==> src/rtl/nibble_serial_adder.sv <==
// Serial adder: one 4-bit slice per clock, NIB run cycles per operation.
// Add mode sums a+b+cin; accumulate mode sums acc+b+cin and writes the result back to acc.
module nibble_serial_adder #(
   parameter int WIDTH = 16
) (
   input  logic             clk,
   input  logic             rst,
   input  logic             start,
   input  logic             mode,
   input  logic             clr_acc,
   input  logic [WIDTH-1:0] a,
   input  logic [WIDTH-1:0] b,
   input  logic             cin,
   output logic [WIDTH-1:0] sum,
   output logic             cout,
   output logic             ovf,
   output logic [WIDTH-1:0] acc,
   output logic             busy,
   output logic             done
);

   localparam int NIB  = WIDTH / 4;
   localparam int IDXW = (NIB > 1) ? $clog2(NIB) : 1;

   localparam logic [1:0] S_IDLE = 2'd0;
   localparam logic [1:0] S_RUN  = 2'd1;
   localparam logic [1:0] S_DONE = 2'd2;

   logic [1:0]       r_state;
   logic [WIDTH-1:0] r_x;
   logic [WIDTH-1:0] r_y;
   logic [WIDTH-1:0] r_work;
   logic [WIDTH-1:0] r_sum;
   logic [WIDTH-1:0] r_acc;
   logic [IDXW-1:0]  r_idx;
   logic             r_carry;
   logic             r_mode;
   logic             r_cout;
   logic             r_ovf;

   logic [3:0]       w_x_nib;
   logic [3:0]       w_y_nib;
   logic [4:0]       w_slice;
   logic [WIDTH-1:0] w_result;
   logic             w_last;

   assign w_x_nib = 4'(r_x >> {r_idx, 2'b00});
   assign w_y_nib = 4'(r_y >> {r_idx, 2'b00});
   assign w_slice = {1'b0, w_x_nib} + {1'b0, w_y_nib} + {4'b0000, r_carry};
   assign w_last  = (r_idx == IDXW'(NIB - 1));

   // Working result with the current slice merged in, so DONE can capture the final nibble on the same edge.
   generate
      for (genvar gi = 0; gi < NIB; gi++) begin : g_nib
         assign w_result[4*gi +: 4] = (r_idx == IDXW'(gi)) ? w_slice[3:0] : r_work[4*gi +: 4];
      end
   endgenerate

   always_ff @(posedge clk) begin
      if (rst) begin
         r_state <= S_IDLE;
         r_x     <= '0;
         r_y     <= '0;
         r_work  <= '0;
         r_sum   <= '0;
         r_acc   <= '0;
         r_idx   <= '0;
         r_carry <= 1'b0;
         r_mode  <= 1'b0;
         r_cout  <= 1'b0;
         r_ovf   <= 1'b0;
      end else begin
         case (r_state)
            S_IDLE: begin
               if (clr_acc) begin
                  r_acc <= '0;
               end
               if (start) begin
                  r_x     <= mode ? (clr_acc ? '0 : r_acc) : a;
                  r_y     <= b;
                  r_carry <= cin;
                  r_mode  <= mode;
                  r_idx   <= '0;
                  r_work  <= '0;
                  r_state <= S_RUN;
               end
            end
            S_RUN: begin
               r_work  <= w_result;
               r_carry <= w_slice[4];
               r_idx   <= r_idx + 1'b1;
               if (w_last) begin
                  r_state <= S_DONE;
                  r_sum   <= w_result;
                  r_cout  <= w_slice[4];
                  r_ovf   <= (r_x[WIDTH-1] == r_y[WIDTH-1]) && (w_result[WIDTH-1] != r_x[WIDTH-1]);
                  if (r_mode) begin
                     r_acc <= w_result;
                  end
               end
            end
            S_DONE: begin
               r_state <= S_IDLE;
            end
            default: begin
               r_state <= S_IDLE;
            end
         endcase
      end
   end

   assign sum  = r_sum;
   assign cout = r_cout;
   assign ovf  = r_ovf;
   assign acc  = r_acc;
   assign busy = (r_state != S_IDLE);
   assign done = (r_state == S_DONE);

endmodule

==> config.mk <==
export PLATFORM = sky130hd
export DESIGN_NAME = nibble_serial_adder
export DESIGN_NICKNAME = d
export VERILOG_FILES = /design/src/rtl/nibble_serial_adder.sv
export SDC_FILE = /design/constraint.sdc
export NUM_CORES = 1
export LEC_CHECK = 0
export BUFFER_PORTS_ARGS = -buffer_cell sky130_fd_sc_hd__buf_2
export CORE_ASPECT_RATIO = 1.2
export CORE_MARGIN = 4
export CORE_UTILIZATION = 40
export CTS_CLUSTER_DIAMETER = 40
export DETAILED_ROUTE_END_ITERATION = 16
export HOLD_SLACK_MARGIN = 0.05
export PLACE_DENSITY_LB_ADDON = 0.1
export SYNTH_ARGS = -nofsm -noshare
export SYNTH_HDL_FRONTEND = slang
export SYNTH_SLANG_ARGS = --single-unit
export TNS_END_PERCENT = 100
==> constraint.sdc <==
create_clock -name clk -period 6.7 [get_ports clk]
set_input_delay 1.005 -clock clk [delete_from_list [all_inputs] [get_ports clk]]
set_output_delay 1.005 -clock clk [all_outputs]
set_load 0.02 [all_outputs]
## After elaboration in Yosys (flattened, before gate mapping)

Index checks and enable logic that the tools add are counted.

- Flip-flop bits (word level): 88

- Muxes and demuxes: 18
- Reduce and logical (&&, ||, !) cells: 10
- Equality and inequality tests: 10
- $add $sub $neg: 3
- Shifts and indexed selects: 2

Operator list:

| kind | number |
|---|---|
| 16-bit two-way mux | 5 |
| 16-bit case mux with 2 select lines | 2 |
| 16-bit by 4-bit right shift with 4-bit output | 2 |
| 4-bit two-way mux | 4 |
| 2-bit case mux with 2 select lines | 2 |
| 2-bit AND reduction | 4 |
| 2-bit == test (second input constant) | 3 |
| 2-bit two-way mux | 3 |
| 2-bit != test (second input constant) | 3 |
| 4-bit by 4-bit adder with 5-bit output | 1 |
| 5-bit by 1-bit adder with 5-bit output | 1 |
| 2-bit by 1-bit == test with 1-bit output (second input constant) | 2 |
| 2-bit logical NOT | 2 |
| 2-bit nonzero test | 2 |
| 3-bit AND reduction | 1 |
| 2-bit by 1-bit adder with 2-bit output (second input constant) | 1 |
| 1-bit case mux with 2 select lines | 1 |
| 1-bit == test | 1 |
| 1-bit logical AND | 1 |
| 1-bit two-way mux | 1 |
| 1-bit != test | 1 |

## Longest topological paths before layout

- Depth after elaboration: 7
- Mapped depth: 10
- Mapped depth without buffers: 9

## Worst setup path before layout

OpenSTA, ideal clock, no wires.

- Path type: register -> register
- From: reg r_idx[0]
- To: reg r_ovf, in the netlist ovf
- Arrival time: 2.549 ns
- Setup slack: 4.063 ns
- Path buffers: 2
- Period minus slack after synthesis: 2.637 ns
- Stages on the path, launching flop included: 9
- Library setup time: 0.088 ns
- Path through: dfxtp_1 > buf_2 > mux4_2 > ha_1 > and3b_1 > or3_1 > buf_6 > a21o_1 > a311oi_2

- Longest elaborated chain between the ends: 6
- Elaborated cells between the ends (all ways): 9

Ends and longest elaborated chain:

| item | line | text |
|---|---|---|
| from (decl) | 35 | `logic [IDXW-1:0] r_idx;` |
| from (signal assigned) | 91 | `r_idx <= r_idx + 1'b1;` |
| 16-bit by 4-bit right shift with 4-bit output, on equally long branches | 47, 48 |  |
| 4-bit by 4-bit adder with 5-bit output | 49 | `assign w_slice = {1'b0, w_x_nib} + {1'b0, w_y_nib} + {4'b0000, r_carry};` |
| 5-bit by 1-bit adder with 5-bit output | 49 |  |
| 4-bit two-way mux | 55 | `assign w_result[4*gi +: 4] = (r_idx == IDXW'(gi)) ? w_slice[3:0] : r_work[4*gi +: 4];` |
| 1-bit != test | 96 | `r_ovf <= (r_x[WIDTH-1] == r_y[WIDTH-1]) && (w_result[WIDTH-1] != r_x[WIDTH-1]);` |
| 1-bit logical AND | 96 |  |
| to (signal assigned) | 96 |  |
| to (decl) | 39 | `logic r_ovf;` |

Several ways; a longest one is shown, not always the timed one.
A chain may end at the register's enable or synchronous reset.

## Worst setup path in the final report

- From: reg r_idx[0]
- To: reg r_sum[2], in the netlist sum[2]

- Longest elaborated chain between the ends: 4
- Elaborated cells between the ends (all ways): 8

Ends and longest elaborated chain:

| item | line | text |
|---|---|---|
| 16-bit by 4-bit right shift with 4-bit output, on equally long branches | 47, 48 |  |
| 4-bit by 4-bit adder with 5-bit output | 49 |  |
| 5-bit by 1-bit adder with 5-bit output | 49 |  |
| 4-bit two-way mux | 55 |  |
| to (signal assigned) | 94 | `r_sum <= w_result;` |
| to (decl) | 33 | `logic [WIDTH-1:0] r_sum;` |

Several ways; a longest one is shown, not always the timed one.

==> run summary <==
Hold_ws: 0.4536 ns
Final Critical Period: 3.237 ns
DRT iter0 DRCs: 157
Root buffer cell: clkbuf_8
CP Launch Type: flip-flop
CTS tree: yes
Core ar.: 9081 µm²
DR vias: 3302
Share of layout cells above drive strength 1: 20.40%
Port bufs: 73
Pre-CTS WS: 3.431 ns
P_int: 829.5 µW
Max-slew violation count: 0
Synth async-reset ratio: 0%
Via/cell ratio: 5.326
Slew @ Worst Pin: 0.9983 ns
Placed Instances: 604
Antenna diodes: 0
Leading area contributor after synthesis: dfxtp_1
P_sw: 304.9 µW
Clock Sinks: 85
Hold_buf cts: 0
Final hold vios: 0
TNS Setup: 0 ns
Post-synth top flop: dfxtp_1
Switching portion of total power: 26.88%
Num CTS Buffers: 9
Post-CTS resize count: 0
Final #Nets: 542
Slew HR: 33.45%
Max FO, Critical Path: 11
Outcome: complete, no violations
Area contributors post-synth: dfxtp_1 (45%), nor2_1 (7.2%), nand2_1 (6.0%), a21oi_1 (5.1%), mux4_2 (4.8%)
Number of max-cap violations: 0
Post-Syn Nets: 495
Hpwl dp: 6.871 mm
Slowest CP cell: dfxtp_1
Synthesis-to-layout area growth: 16.41%
EDFF count, synth: 0
Post-Layout Cell Count: 620
Yosys cell types: 35
Worst Path Arrival: 3.46 ns
First-pass GRT wire length: 16.68 mm
Insertion delay to the later sink of the worst-skew pair: 0.36 ns
Max clock buf depth: 2
Initial Util: 41.31%
First-pass DRT Iterations: 5
Clock-pin slew on the worst setup and hold paths: 0.10 ns
Setup bufs post-CTS: 0
Die Span X: 96.40 µm
Commonest cells in the netlist: dfxtp_1 (85), nor2_1 (72), nand2_1 (60), a21oi_1 (38), clkbuf_1 (30)
Post-Syn Area: 3751 µm²
Power Dens Cells: 259.8 nW/µm²
Total Wirelength: 10.19 mm
Clock power share: 39.3%
Worst-path cell chain: mux4_2 -> inv_1 -> fa_1 -> inv_1 -> fa_1 -> xnor2_1 -> a211oi_1 -> a22oi_1 -> nor2_1
RSZ-0062 raised after global routing: no
Global Route Usage Sum: 19.48%
Min-delay src: sum[15]
Logic gate share of total power: 12.8%
H-tree depth: 3
Worst setup margin: 3.463 ns
Cell row count: 38
IO Pins: 74
Setup CP Type: flip-flop to flip-flop
Yosys top cell area share: 45.36%
Highest ir drop seen on vdd: 0.1219 mV
Post-Synthesis Cells: 448
Count leader, synth: dfxtp_1
Flops & latches, synth: 85
Gr ovfl total: 0
Period utilization: 48.31%
Max stage delay on crit path: 0.75 ns
Leakage: 0.001813 µW
Largest net degree at the start of global routing: 87
Die ar.: 11000 µm²
Synthesis warning total: 0
Routability-driven placement congestion ratio: 0.7995
Seq/Total Area, Yosys: 45.36%
Syn avg cell area: 8.373 µm²
CP startpoint: r_idx[0]
Die Y: 114.1 µm
Final setup viols: 0
Worst min-delay path class: flip-flop to flip-flop
Drt wl/cell: 16.43 µm
Worst Path Required: 6.92 ns
Initial antenna violation count: 0
Number of global-route vias before repair: 3251
Post-DRT Antenna Nets: 0
Critical Path End Type: flip-flop
# DRC: 0
Maximum clock frequency: 0.3090 GHz
Clk_skew: 0.01333 ns
Flop pwr share: 47.9%
Reg2Reg Launch Point: r_idx[0]
## stage by stage
step	util (%)	total power [µW]	instance area (µm²)
2_1_floorplan	-	657.1	3751
4_1_cts	48.08	1141	4367
6_report	48.08	1134	4367
3_5_place_dp	45.40	700.7	4123
3_3_place_gp	45.40	698.1	4123
5_1_grt	48.08	1184	4367
## cells in the final DEF, fill, tap and decap left out, types with 2 or more instances in the layout
master,n
dfxtp_1,85
buf_2,73
nor2_1,72
nand2_1,60
a21oi_1,38
inv_1,23
o21ai_0,23
a22oi_1,18
o221ai_1,16
a211oi_1,12
clkbuf_8,9
mux4_2,8
ha_1,7
nor2b_1,5
a21o_1,5
nand3b_1,5
nand3_1,4
mux2i_1,4
a31oi_1,3
nand2b_1,3
nand4_1,3
bufinv_16,3
buf_4,3
or3_1,2
fa_1,2
inv_6,2
## layout make-up
class	count	area (µm²)
fillers	924	4715
multi-input cells	300	1797
flip-flops and latches	85	1702
repair buffers	76	387.9
well taps	120	150.1
clock buffers	9	123.9
clock inverters	7	120.1
inverters	23	86.33
## state kept, by name (all words and copies together), names as in the netlist
signal,cells
sum,16
r_state,2
r_idx,2
r_y,16
r_mode,1
ovf,1
acc,16
r_carry,1
r_work,13
cout,1
r_x,16
## layer usage
metal / share of wire, % / up-vias / global-route usage [%] / wire length, µm
met1: 45 / 1570 / 26.92 / 4629
met3: 4.8 / 8 / 4.011 / 493
met4: 1.0 / 0 / 5.893 / 104
li1: - / 1631 / - / -
met2: 49 / 93 / 30.63 / 4960
met5: 0 / - / 0 / 0
## worst max-delay path, delay by kind of cell, from the launching register on
| family | cells | cell delay (ns) |
|---|---|---|
| AO/OA/AOI/OAI | 2 | 0.49 |
| XOR/XNOR | 1 | 0.52 |
| adder cells (fa/ha/maj) | 2 | 0.57 |
| buffers and inverters | 2 | 0.14 |
| flip-flops | 1 | 0.75 |
| multiplexers | 1 | 0.59 |
| AND/OR/NAND/NOR | 1 | 0.06 |
## cells by family (layout without fill, tap and decap cells)
| family | count (synthesis) | after routing | share of synthesized area (%) |
|---|---|---|---|
| flip-flops | 85 | 85 | 45.36 |
| XOR/XNOR | 1 | 1 | 0.2335 |
| AO/OA/AOI/OAI | 120 | 120 | 20.61 |
| adder cells (fa/ha/maj) | 9 | 9 | 3.402 |
| buffers and inverters | 63 | 115 | 6.871 |
| multiplexers | 12 | 12 | 5.871 |
| AND/OR/NAND/NOR | 158 | 158 | 17.65 |
## power groups by stage
stage          sequential (µW)  clock (µW)  combinational, µW
2_1_floorplan              548           0                109
3_3_place_gp               555           0                143
3_5_place_dp               555           0                145
4_1_cts                    544         451                146
5_1_grt                    546         473                165
6_report                   543         446                146
## final timing paths
check,slack [ns],to,depth (start not counted)
min,0.45,sum[15],2
max reg2reg,3.46,sum[2],9
max,3.46,sum[2],9
min reg2reg,0.45,sum[15],2
(Power assumes the default switching activity.)
